### src/rtl/riscv_pkg.sv
// Shared RV32 definitions: commit-trace record layout, frame tag and
// the serializer state encoding.
package riscv_pkg;

  localparam int XLEN = 32;

  // Upper three bits of every frame header byte.
  localparam logic [2:0] TRACE_HDR_TAG = 3'b101;

  // One retired-instruction record as presented by the core.
  typedef struct packed {
    logic [XLEN-1:0] pc;
    logic [31:0]     instr;
    logic [4:0]      reg_addr;
    logic [XLEN-1:0] reg_data;
  } trace_rec_t;

  // Serializer states; the byte index runs inside PC, INSTR and DATA.
  typedef enum logic [2:0] {
    ST_IDLE  = 3'd0,
    ST_HDR   = 3'd1,
    ST_PC    = 3'd2,
    ST_INSTR = 3'd3,
    ST_DATA  = 3'd4
  } trace_state_e;

  // Little-endian byte select from a 32-bit word.
  function automatic logic [7:0] word_byte(input logic [31:0] w, input logic [1:0] idx);
    logic [7:0] b;
    case (idx)
      2'd0:    b = w[7:0];
      2'd1:    b = w[15:8];
      2'd2:    b = w[23:16];
      default: b = w[31:24];
    endcase
    return b;
  endfunction

endpackage

### src/rtl/commit_trace_streamer_fifo.sv
// Synchronous FIFO of trace records. Pointers carry one extra wrap bit so
// full and empty are distinguished without a separate counter.
module trace_fifo
  import riscv_pkg::*;
#(
  parameter int DEPTH = 8,
  localparam int AW = $clog2(DEPTH)
) (
  input  logic       clk,
  input  logic       rst,
  input  logic       push,
  input  trace_rec_t wr_data,
  input  logic       pop,
  output trace_rec_t rd_data,
  output logic       full,
  output logic       empty,
  output logic [AW:0] level
);

  trace_rec_t   mem [DEPTH];
  logic [AW:0]  wr_ptr;
  logic [AW:0]  rd_ptr;
  logic         do_push;
  logic         do_pop;

  assign level   = wr_ptr - rd_ptr;
  assign full    = (level == (AW+1)'(DEPTH));
  assign empty   = (wr_ptr == rd_ptr);
  assign do_push = push && !full;
  assign do_pop  = pop && !empty;
  assign rd_data = mem[rd_ptr[AW-1:0]];

  // Storage array; contents need no reset because empty gates every read.
  always_ff @(posedge clk) begin
    if (do_push) mem[wr_ptr[AW-1:0]] <= wr_data;
  end

  // Read and write pointers.
  always_ff @(posedge clk or posedge rst) begin
    if (rst) begin
      wr_ptr <= '0;
      rd_ptr <= '0;
    end else begin
      if (do_push) wr_ptr <= wr_ptr + 1'b1;
      if (do_pop)  rd_ptr <= rd_ptr + 1'b1;
    end
  end

endmodule

### src/rtl/commit_trace_streamer.sv
// Commit-trace transmitter: buffers retired-instruction records and
// serializes each as a 9- or 13-byte frame over a valid/ready byte link.
//
// Handshake: a byte moves on a rising edge where tx_valid_o and tx_ready_i
// are both high. tx_valid_o and tx_data_o derive only from registered state,
// so they hold steady under backpressure, and valid stays high from header
// to the final byte of a frame.
module commit_trace_streamer
  import riscv_pkg::*;
#(
  parameter int DEPTH = 8,
  parameter int CNT_W = 16
) (
  input  logic                     clk_i,
  input  logic                     rst_i,
  input  logic                     update_i,
  input  logic [XLEN-1:0]          pc_i,
  input  logic [31:0]              instr_i,
  input  logic [4:0]               reg_addr_i,
  input  logic [XLEN-1:0]          reg_data_i,
  output logic                     tx_valid_o,
  output logic [7:0]               tx_data_o,
  input  logic                     tx_ready_i,
  output logic [$clog2(DEPTH):0]   level_o,
  output logic [CNT_W-1:0]         drop_cnt_o,
  output logic                     busy_o,
  output logic [2:0]               state_o
);

  trace_state_e state_q, state_d;
  logic [1:0]   idx_q, idx_d;
  trace_rec_t   shadow_q;
  trace_rec_t   in_rec;
  trace_rec_t   head_rec;
  logic         fifo_full;
  logic         fifo_empty;
  logic         pop;
  logic         hs;
  logic         frame_done;

  assign in_rec     = '{pc: pc_i, instr: instr_i, reg_addr: reg_addr_i, reg_data: reg_data_i};
  assign tx_valid_o = (state_q != ST_IDLE);
  assign hs         = tx_valid_o && tx_ready_i;
  assign busy_o     = tx_valid_o || !fifo_empty;
  assign state_o    = state_q;

  // Fullness is judged on the pre-edge level inside the FIFO, so a pop on
  // the same edge never makes room for an incoming record.
  trace_fifo #(.DEPTH(DEPTH)) u_fifo (
    .clk     (clk_i),
    .rst     (rst_i),
    .push    (update_i),
    .wr_data (in_rec),
    .pop     (pop),
    .rd_data (head_rec),
    .full    (fifo_full),
    .empty   (fifo_empty),
    .level   (level_o)
  );

  // Saturating count of records lost to a full FIFO.
  always_ff @(posedge clk_i or posedge rst_i) begin
    if (rst_i) begin
      drop_cnt_o <= '0;
    end else if (update_i && fifo_full && (drop_cnt_o != {CNT_W{1'b1}})) begin
      drop_cnt_o <= drop_cnt_o + 1'b1;
    end
  end

  // FSM state, byte index and the shadow copy of the record in flight.
  always_ff @(posedge clk_i or posedge rst_i) begin
    if (rst_i) begin
      state_q  <= ST_IDLE;
      idx_q    <= 2'd0;
      shadow_q <= '0;
    end else begin
      state_q <= state_d;
      idx_q   <= idx_d;
      if (pop) shadow_q <= head_rec;
    end
  end

  // Next-state logic; a finished frame chains straight into the next header.
  always_comb begin
    state_d    = state_q;
    idx_d      = idx_q;
    pop        = 1'b0;
    frame_done = 1'b0;
    case (state_q)
      ST_IDLE: begin
        if (!fifo_empty) begin
          state_d = ST_HDR;
          pop     = 1'b1;
          idx_d   = 2'd0;
        end
      end
      ST_HDR: begin
        if (hs) begin
          state_d = ST_PC;
          idx_d   = 2'd0;
        end
      end
      ST_PC: begin
        if (hs) begin
          if (idx_q == 2'd3) begin
            state_d = ST_INSTR;
            idx_d   = 2'd0;
          end else begin
            idx_d = idx_q + 2'd1;
          end
        end
      end
      ST_INSTR: begin
        if (hs) begin
          if (idx_q == 2'd3) begin
            if (shadow_q.reg_addr != 5'd0) begin
              state_d = ST_DATA;
              idx_d   = 2'd0;
            end else begin
              frame_done = 1'b1;
            end
          end else begin
            idx_d = idx_q + 2'd1;
          end
        end
      end
      ST_DATA: begin
        if (hs) begin
          if (idx_q == 2'd3) frame_done = 1'b1;
          else               idx_d = idx_q + 2'd1;
        end
      end
      default: state_d = ST_IDLE;
    endcase
    if (frame_done) begin
      idx_d = 2'd0;
      if (!fifo_empty) begin
        state_d = ST_HDR;
        pop     = 1'b1;
      end else begin
        state_d = ST_IDLE;
      end
    end
  end

  // Byte mux: the presented byte is a pure function of state, index and shadow.
  always_comb begin
    tx_data_o = 8'h00;
    case (state_q)
      ST_HDR:   tx_data_o = {TRACE_HDR_TAG, shadow_q.reg_addr};
      ST_PC:    tx_data_o = word_byte(shadow_q.pc, idx_q);
      ST_INSTR: tx_data_o = word_byte(shadow_q.instr, idx_q);
      ST_DATA:  tx_data_o = word_byte(shadow_q.reg_data, idx_q);
      default:  tx_data_o = 8'h00;
    endcase
  end

endmodule

### config.mk
export PLATFORM = sky130hd
export DESIGN_NAME = commit_trace_streamer
export DESIGN_NICKNAME = d
export VERILOG_FILES = /design/src/rtl/riscv_pkg.sv /design/src/rtl/commit_trace_streamer_fifo.sv /design/src/rtl/commit_trace_streamer.sv
export SDC_FILE = /design/constraint.sdc
export NUM_CORES = 1
export LEC_CHECK = 0
export ABC_AREA = 1
export BUFFER_PORTS_ARGS = -buffer_cell sky130_fd_sc_hd__buf_2
export CAP_MARGIN = 25
export CELL_PAD_IN_SITES_DETAIL_PLACEMENT = 0
export CELL_PAD_IN_SITES_GLOBAL_PLACEMENT = 1
export CORE_ASPECT_RATIO = 2
export CORE_UTILIZATION = 46
export CTS_CLUSTER_DIAMETER = 80
export CTS_CLUSTER_SIZE = 30
export DETAILED_ROUTE_END_ITERATION = 12
export PLACE_DENSITY_LB_ADDON = 0.08
export SYNTH_ARGS = -nofsm -noshare
export SYNTH_HDL_FRONTEND = slang
export SYNTH_HIERARCHICAL = 1
export SYNTH_SLANG_ARGS = --single-unit
### constraint.sdc
create_clock -name clk_i -period 6.4 [get_ports clk_i]
set_input_delay 0 -clock clk_i [delete_from_list [all_inputs] [get_ports clk_i]]
set_output_delay 0 -clock clk_i [all_outputs]
set_load 0.005 [all_outputs]
Word-level counts from Yosys, hierarchy flattened
Memory sizes are Yosys's and may differ from the RTL's. A register that Yosys moved wholly into a read port is not among the register bits.
Index checks and enable logic that the tools add are counted.

operators by class
  add/subtract/negate cells = 5
  equality and inequality tests = 21
  muxes and demuxes = 37
  reductions and logical operators = 15

operators with widths
  cell                                                 count
  case mux 8 bit (3 select lines)                      3
  case mux 8 bit (4 select lines)                      1
  inequality test 3 bit, second input constant         9
  two-way mux 3 bit                                    8
  two-way mux 2 bit                                    10
  adder 16 x 1 -> 16 bit, second input constant        1
  inequality test 16 bit, second input constant        1
  AND reduction 8 bit                                  2
  case mux 3 bit (5 select lines)                      1
  two-way mux 1 bit                                    12
  case mux 2 bit (5 select lines)                      1
  adder 4 x 1 -> 4 bit, second input constant          2
  equality test 3 x 2 -> 1 bit, second input constant  2
  nonzero test 6 bit                                   1
  logical AND 1 bit                                    5
  nonzero test 5 bit                                   1
  equality test 2 bit, second input constant           2
  equality test 4 bit                                  1
  equality test 4 bit, second input constant           1
  inequality test 4 bit, second input constant         1
  subtractor 4 bit                                     1
  equality test 3 x 1 -> 1 bit, second input constant  1
  equality test 3 bit, second input constant           1
  logical NOT 3 bit                                    1
  other kinds (8)                                      9

storage, ports and cells
  flip-flop bits (word level) = 29
  bits in writable memories = 808
  output and inout bits = 33
  memories kept = 1

memories
  name        words  bits a word  read ports  clocked after memory_dff  wr ports  RTL line                          text
  u_fifo.mem  8      101          1           1                         1         commit_trace_streamer_fifo.sv:20  trace_rec_t mem [DEPTH];

Longest topological paths before layout
Gate-level depths: netlist (run 1).

  depth after elaboration = 7
  mapped depth = 16
  depth with buffers taken out = 15

Cells and area by module
The synthesis (run 1) kept the hierarchy.

by module, submodules not included
  module                 times used  cells an instance  area an instance (µm²)
  trace_fifo             1           2371               31819.3
  commit_trace_streamer  1           781                6134.6

Worst setup path after synthesis (run 1)
Ideal clock, no wire load.

  kind = register to register
  start = register u_fifo.rd_ptr[1]
  end = memory u_fifo/mem[0][0] (netlist name), enable pin
  library setup time = 0.562 ns
  arrival time = 6.086 ns
  data required time = 5.838 ns
  slack = -0.248 ns
  cell stages (with the launch flop) = 12
  path buffers = 2
  cell sequence = dfrtp_1 > inv_2 > buf_6 > buf_2 > fa_1 > nand2_1 > inv_1 > nor2_1 > nor2_1 > nand3_1 > nand2_1 > nor2_1

on the way
  cells in the longest elaborated chain, start to end = 6

ends and longest elaborated chain
  what                                     RTL line                          text
  start, declared                          commit_trace_streamer_fifo.sv:22  logic [AW:0] rd_ptr;
  start signal, assigned                   commit_trace_streamer_fifo.sv:45  if (do_pop) rd_ptr <= rd_ptr + 1'b1;
  subtractor 4 bit                         commit_trace_streamer_fifo.sv:26  assign level = wr_ptr - rd_ptr;
  net level_o[2]                           commit_trace_streamer.sv:24       output logic [$clog2(DEPTH):0] level_o,
  equality test 4 bit                      commit_trace_streamer_fifo.sv:27  assign full = (level == (AW+1)'(DEPTH));
  logical NOT 1 bit                        commit_trace_streamer_fifo.sv:29  assign do_push = push && !full;
  logical AND 1 bit                        commit_trace_streamer_fifo.sv:29
  two-way mux 1 bit                        commit_trace_streamer_fifo.sv:35  if (do_push) mem[wr_ptr[AW-1:0]] <= wr_data;
  two-way mux 1 bit (not written as such)  commit_trace_streamer_fifo.sv:35
  end, declared                            commit_trace_streamer_fifo.sv:20

The timed path passes the listed nets, and every way through them passes these cells.

Worst setup path in the final report (run 1)
  start = register u_fifo.rd_ptr[0]
  end = memory u_fifo/mem[1][61] (netlist name), enable pin

on the way
  cells in the longest elaborated chain, start to end = 6

ends and longest elaborated chain
  what                                     RTL line
  subtractor 4 bit                         commit_trace_streamer_fifo.sv:26
  equality test 4 bit                      commit_trace_streamer_fifo.sv:27
  logical NOT 1 bit                        commit_trace_streamer_fifo.sv:29
  logical AND 1 bit                        commit_trace_streamer_fifo.sv:29
  two-way mux 1 bit                        commit_trace_streamer_fifo.sv:35
  two-way mux 1 bit (not written as such)  commit_trace_streamer_fifo.sv:35

Every way passes these cells.

==> results_dict.tcl, run 1 <==
set metrics [dict create \
    ys.warnings.count 6 \
    rows 148 \
    grt.total_usage_pct 24.1 \
    dp_cells 4174 \
    outcome "completed" \
    tightest_slew_ns 1.06 \
    syn_avg_cell_area_um2 12.0 \
    fp.dieH_um 408 \
    finalCritPeriodShare_pct 65.5 \
    synthCells 3152 \
    power_density_nw_per_um2 454 \
    synth_area_leaders "edfxtp_1 64%, dfrtp_1 8.6%, nand2_1 6.3%" \
    finalNonFillerCells 4353 \
    power_leakage_uw 0.0149 \
    pin_count 138 \
    synth.distinct_cells 36 \
    drt_iter0_drc 1694 \
    place_congestion 0.827 \
    hold_path_class "in2async" \
    ys.flop_type "edfxtp_1" \
    final_nets 3388 \
    critPathCaptureType "flip-flop" \
    antenna_found_initial 3 \
    critPathMaxFanout 70 \
    finalHoldViolations 0 \
    syn2layout_area_growth_pct 9.21 \
    arrival_ns 4.45 \
    vias 24681 \
    synth_nets 3269 \
    start_util_pct 46.6 \
    drv_slew 0 \
    hold_ws_ns 0.0923 \
    stdcell_area_um2 41500 \
    final_cell_mix "808 x edfxtp_1, 640 x nand2_1, 426 x nor2_1, 257 x o21ai_0, 202 x o22ai_1" \
    cts_tree "built" \
    required_ns 6.66 \
    ant_nets 0 \
    wire_per_inst_um 23.0 \
    async_flop_share_pct 13.9 \
    fin_crit_ns 4.19 \
    ys_seq_area_share_pct 72.5 \
    hpwl_mm 57.4 \
    crit_type "reg2reg" \
    grt_max_degree 216 \
    fin_util_pct 50.9 \
    clock_latency_ns 0.65 \
    clk_path_buf_depth 3 \
    slew_headroom_pct 29.3 \
    drt-total-wl_mm 100 \
    drv_cap 0 \
    fmax_mhz 239 \
    die_x_um 205 \
    io_buffers 137 \
    drc_errors 0 \
    setup_viol 0 \
    h-tree-depth 2 \
    post_dp_cell_area_um2 39200 \
    synthDominantCellAreaShare_pct 63.9 \
    firstDrtPassIters 7 \
    syn_area_um2 38000 \
    die-area_um2 83700 \
    core_um2 81500 \
    finClkSkew_ns 0.0332 \
    cts_made_buffers 38 \
    cts.sinks 938 \
    drive_above_1_share_pct 7.42 \
    grt_overflow 0 \
    fill_cells 7250 \
    setup_tns_ns 0 \
    path_clk_slew_ns 0.12 \
    vias_per_cell 5.67 \
    synth_edf_count 808 \
    rsz0062_at_grt "false" \
    peakVddDrop_mv 0.390 \
    ys_seq_elements 938 \
    layout_commonest_cell "edfxtp_1" \
    root_buffer "clkbuf_16" \
    start_kind "flip-flop" \
    grt_pass1_wl_mm 152 \
    yosysTopAreaCell "edfxtp_1" \
    grt_pass1_vias 24914 \
]
## stage by stage
stage	worst slack, ns	total power, uW
final	2.21	18800
after global routing	1.92	20000
after CTS	2.16	19000
after detailed placement	2.18	16000
after global placement	2.15	15800
after floorplan	-0.248	13600
## logic make-up (layout without fill, tap and decap cells)
group | Yosys count | after routing | synth area share (%)
buffers and inverters | 260 | 409 | 3.96
flip-flops | 938 | 938 | 72.5
other | 0 | 2 | 0
adder cells (fa/ha/maj) | 12 | 12 | 0.415
AO/OA/AOI/OAI | 704 | 704 | 10.1
XOR/XNOR | 16 | 16 | 0.369
AND/OR/NAND/NOR | 1222 | 1222 | 12.7
## routing by layer
layer | up-vias | track usage, % | wire length, um
met5 | - | 0 | 0
met4 | 0 | 7.75 | 2910
met3 | 147 | 2.12 | 4060
met2 | 689 | 43.9 | 53300
met1 | 12422 | 29.8 | 39900
li1 | 11423 | - | -
## cell usage after synthesis (10+ instances only)
cell / count
o211ai_1: 15
edfxtp_1: 808
buf_4: 15
o21ai_1: 183
nand2_1: 641
a21oi_1: 31
xor2_1: 10
nor2_1: 433
buf_2: 48
o22ai_1: 202
nand3_1: 128
a31oi_1: 16
clkbuf_1: 87
dfrtp_1: 130
o21ai_0: 257
inv_1: 54
ha_1: 11
buf_6: 46
## layout make-up
| class | instances | area, um^2 | area share, % |
|---|---|---|---|
| diodes | 2 | 5.00 | 0.0121 |
| clock buffers | 63 | 1040 | 2.52 |
| clock inverters | 7 | 93.8 | 0.226 |
| inverters | 57 | 239 | 0.577 |
| multi-input cells | 1954 | 9010 | 21.7 |
| flip-flops and latches | 938 | 27500 | 66.4 |
| well taps | 1050 | 1310 | 3.17 |
| repair buffers | 282 | 2220 | 5.35 |
## registers in the layout, summed over array words and instances, names as in the netlist
signal	cells
idx_q	2
u_fifo/wr_ptr	4
u_fifo/rd_ptr	4
state_o	3
drop_cnt_o	16
shadow_q	101
u_fifo/mem	808
## power by group
group / switching (uW) / internal (uW) / total, uW
sequential: 551 / 7910 / 8460
clock: 1870 / 1170 / 3040
combinational: 5220 / 2080 / 7300
total: 7640 / 11200 / 18800
## timing repair
| item | CTS | global route |
|---|---|---|
| hold buffers | 105 | 0 |
| setup buffers | 0 | 0 |
| hold endpoints to repair | 887 | 0 |
| gates resized for setup | 0 | 0 |
## worst max-delay path, cell delays in order (launching register included)
cell and delay (ns):
dfrtp_4 0.93, ha_1 0.27, inv_1 0.07, fa_1 0.39, nand2_1 0.08, inv_1 0.04
nor2_1 0.12, nor2_1 0.06, nand3_1 0.21, nand2_1 0.34, nor2_4 0.71, buf_12 0.44
## final timing paths
path	startpoint	end	slack (ns)	depth (start not counted)
max in group asynchronous	rst_i	shadow_q[46]$_DFFE_PP0P_	4.87	4
max	u_fifo/rd_ptr[0]$_DFFE_PP0P_	u_fifo/mem[1][61]$_DFFE_PP_	2.21	11
min	rst_i	drop_cnt_o[12]$_DFFE_PP0P_	0.09	3
min reg2reg	shadow_q[27]$_DFFE_PP0P_	shadow_q[27]$_DFFE_PP0P_	0.52	2
max reg2reg	u_fifo/rd_ptr[0]$_DFFE_PP0P_	u_fifo/mem[1][61]$_DFFE_PP_	2.21	11
min in group clk_i	reg_data_i[26]	u_fifo/mem[1][26]$_DFFE_PP_	0.16	2
Power figures use the tool's default switching activity.
==> run 2, diff against run 1 <==
==> constraint.sdc (replaced) <==
create_clock -name clk_i -period 3.5 [get_ports clk_i]
set_input_delay 0 -clock clk_i [delete_from_list [all_inputs] [get_ports clk_i]]
set_output_delay 0 -clock clk_i [all_outputs]
set_load 0.005 [all_outputs]
==> run 2 against run 1 <==
Combinational power is 89% higher. First-iteration DRC count up 9.4%. Sequential share of layout area fell by 0.68 points. Utilization grew 0.53 points. Total power grew 84%. Global-route usage grew 0.21 points. Clock power up 80%. Hold slack lost 0.024 ns. Sequential power up 81%. Register-to-register slack lost 1.7 ns.
==> results_dict.tcl, run 2 (synthesis results as in run 1) <==
set metrics [dict create \
    outcome "completed" \
    cts_tree "built" \
    fin_crit_ns 3.03 \
    rsz0062_at_grt "false" \
    path_clk_slew_ns 0.12 \
    root_buffer "clkbuf_16" \
    ant_nets 0 \
    pin_count 138 \
    seqCellArea_um2 27500 \
    drt-total-wl_mm 101 \
    drive_above_1_share_pct 8.41 \
    vias 24585 \
    critPathCaptureType "flip-flop" \
    post-cts-setup-buffer-count 0 \
    cts_made_buffers 37 \
    hold_path_class "in2async" \
    r2r_start "u_fifo/wr_ptr[0]$_DFFE_PP0P_" \
    power_leakage_uw 0.0151 \
    start_kind "flip-flop" \
    finalHoldViolations 0 \
    power_density_nw_per_um2 824 \
    drv_slew 0 \
    pre_cts_ws_ns 0.472 \
    cp-startpoint "u_fifo/wr_ptr[0]$_DFFE_PP0P_" \
    place_congestion 0.829 \
    syn2layout_area_growth_pct 10.3 \
    drv_cap 0 \
    setup_viol 0 \
    largest_reg_flops 808 \
    required_ns 3.81 \
    dp_cells 4206 \
    slew_headroom_pct 28.1 \
    crit_type "reg2reg" \
    drt_iter0_drc 1854 \
    grt_pass1_wl_mm 152 \
    firstDrtPassIters 7 \
    final_nets 3417 \
    grt_max_degree 177 \
    antenna_found_initial 1 \
    arrival_ns 3.35 \
    rows 148 \
    grt.total_usage_pct 24.3 \
    grt_overflow 0 \
    start_util_pct 46.6 \
    antennaDiodeCount 0 \
    finalCritPeriodShare_pct 86.6 \
    finalNonFillerCells 4379 \
    clock_latency_ns 0.63 \
    finClkSkew_ns 0.0350 \
    io_buffers 137 \
    fmax_mhz 330 \
    clk_path_buf_depth 3 \
    grt_pass1_vias 24584 \
    h-tree-depth 2 \
    critPathMaxFanout 29 \
    drc_errors 0 \
    peakVddDrop_mv 0.856 \
    fill_cells 7234 \
    multi_input_area_um2 9040 \
    die_x_um 205 \
    setup_ws_ns 0.468 \
    wire_per_inst_um 23.1 \
    fp.dieH_um 408 \
    layout_commonest_cell "edfxtp_1" \
    core_um2 81500 \
    cts.sinks 938 \
    die-area_um2 83700 \
    hpwl_mm 61.7 \
    vias_per_cell 5.61 \
    final_cell_mix "808 x edfxtp_1, 638 x nand2_1, 426 x nor2_1, 257 x o21ai_0, 202 x o22ai_1" \
    tightest_slew_ns 1.08 \
]
-- run 2: changes by cell type in the layout (fill, tap and decap cells not counted), sizes merged --
cell,previous run,this run
diode,2,0
buf,177,207
inv,60,57
clkinvlp,0,2
clkinv,4,3
-- run 2: path summary, 6_finish.rpt --
check	slack, ns	end	cells after the start
max	0.47	u_fifo/mem[3][75]$_DFFE_PP_	12
min	0.07	drop_cnt_o[5]$_DFFE_PP0P_	3
max reg2reg	0.47	u_fifo/mem[3][75]$_DFFE_PP_	12
min reg2reg	0.52	shadow_q[27]$_DFFE_PP0P_	2
max in group asynchronous	2.37	shadow_q[12]$_DFFE_PP0P_	4
min in group clk_i	0.18	u_fifo/mem[3][39]$_DFFE_PP_	2
-- run 2: layout make-up --
class	count	share of cell area [%]
clock buffers	63	2.57
clock inverters	5	0.0896
inverters	57	0.574
multi-input cells	1954	21.6
flip-flops and latches	938	65.7
well taps	1050	3.14
repair buffers	312	6.33
-- run 2: through the flow --
step	total power, uW	setup TNS, ns	area [um^2]	hold slack (ns)	util, %
6_report	34500	0	41900	0.0684	51.4
5_1_grt	36700	0	41900	0.115	51.4
4_1_cts	34900	0	41900	0.0854	51.4
3_5_place_dp	29400	0	39700	0.0315	48.7
3_3_place_gp	29100	0	39700	0.0226	48.7
2_1_floorplan	24800	-132.78	38000	-0.184	-
-- run 2: power breakdown --
part	switching, uW	leakage [uW]	total [uW]	internal (uW)
Combinational	9730	0.00556	13800	4050
Clock	3320	0.000532	5480	2160
Sequential	811	0.00897	15300	14500
Total	13900	0.0151	34500	20700
-- run 2: metal layers --
metal / global-route usage, % / wire, um / up-vias
li1: - / - / 11478
met1: 30.3 / 40400 / 12402
met2: 44.3 / 54400 / 576
met3: 1.72 / 3380 / 129
met4: 7.75 / 3050 / 0
met5: 0 / 0 / -
-- run 2: worst max-delay path, stage by stage (launching register included) --
cell	delay [ns]
dfrtp_1	0.47
inv_2	0.12
ha_1	0.15
inv_1	0.06
fa_1	0.42
nand2_1	0.08
inv_1	0.03
nor2_1	0.14
nor2_1	0.08
nand3_2	0.17
nand2_4	0.16
nor2_4	0.49
buf_12	0.30
-- run 2: what timing repair did --
| action | CTS | global route |
|---|---|---|
| resized for setup | 0 | 0 |
| endpoints found under the hold margin | 883 | 0 |
| hold buffers | 105 | 0 |
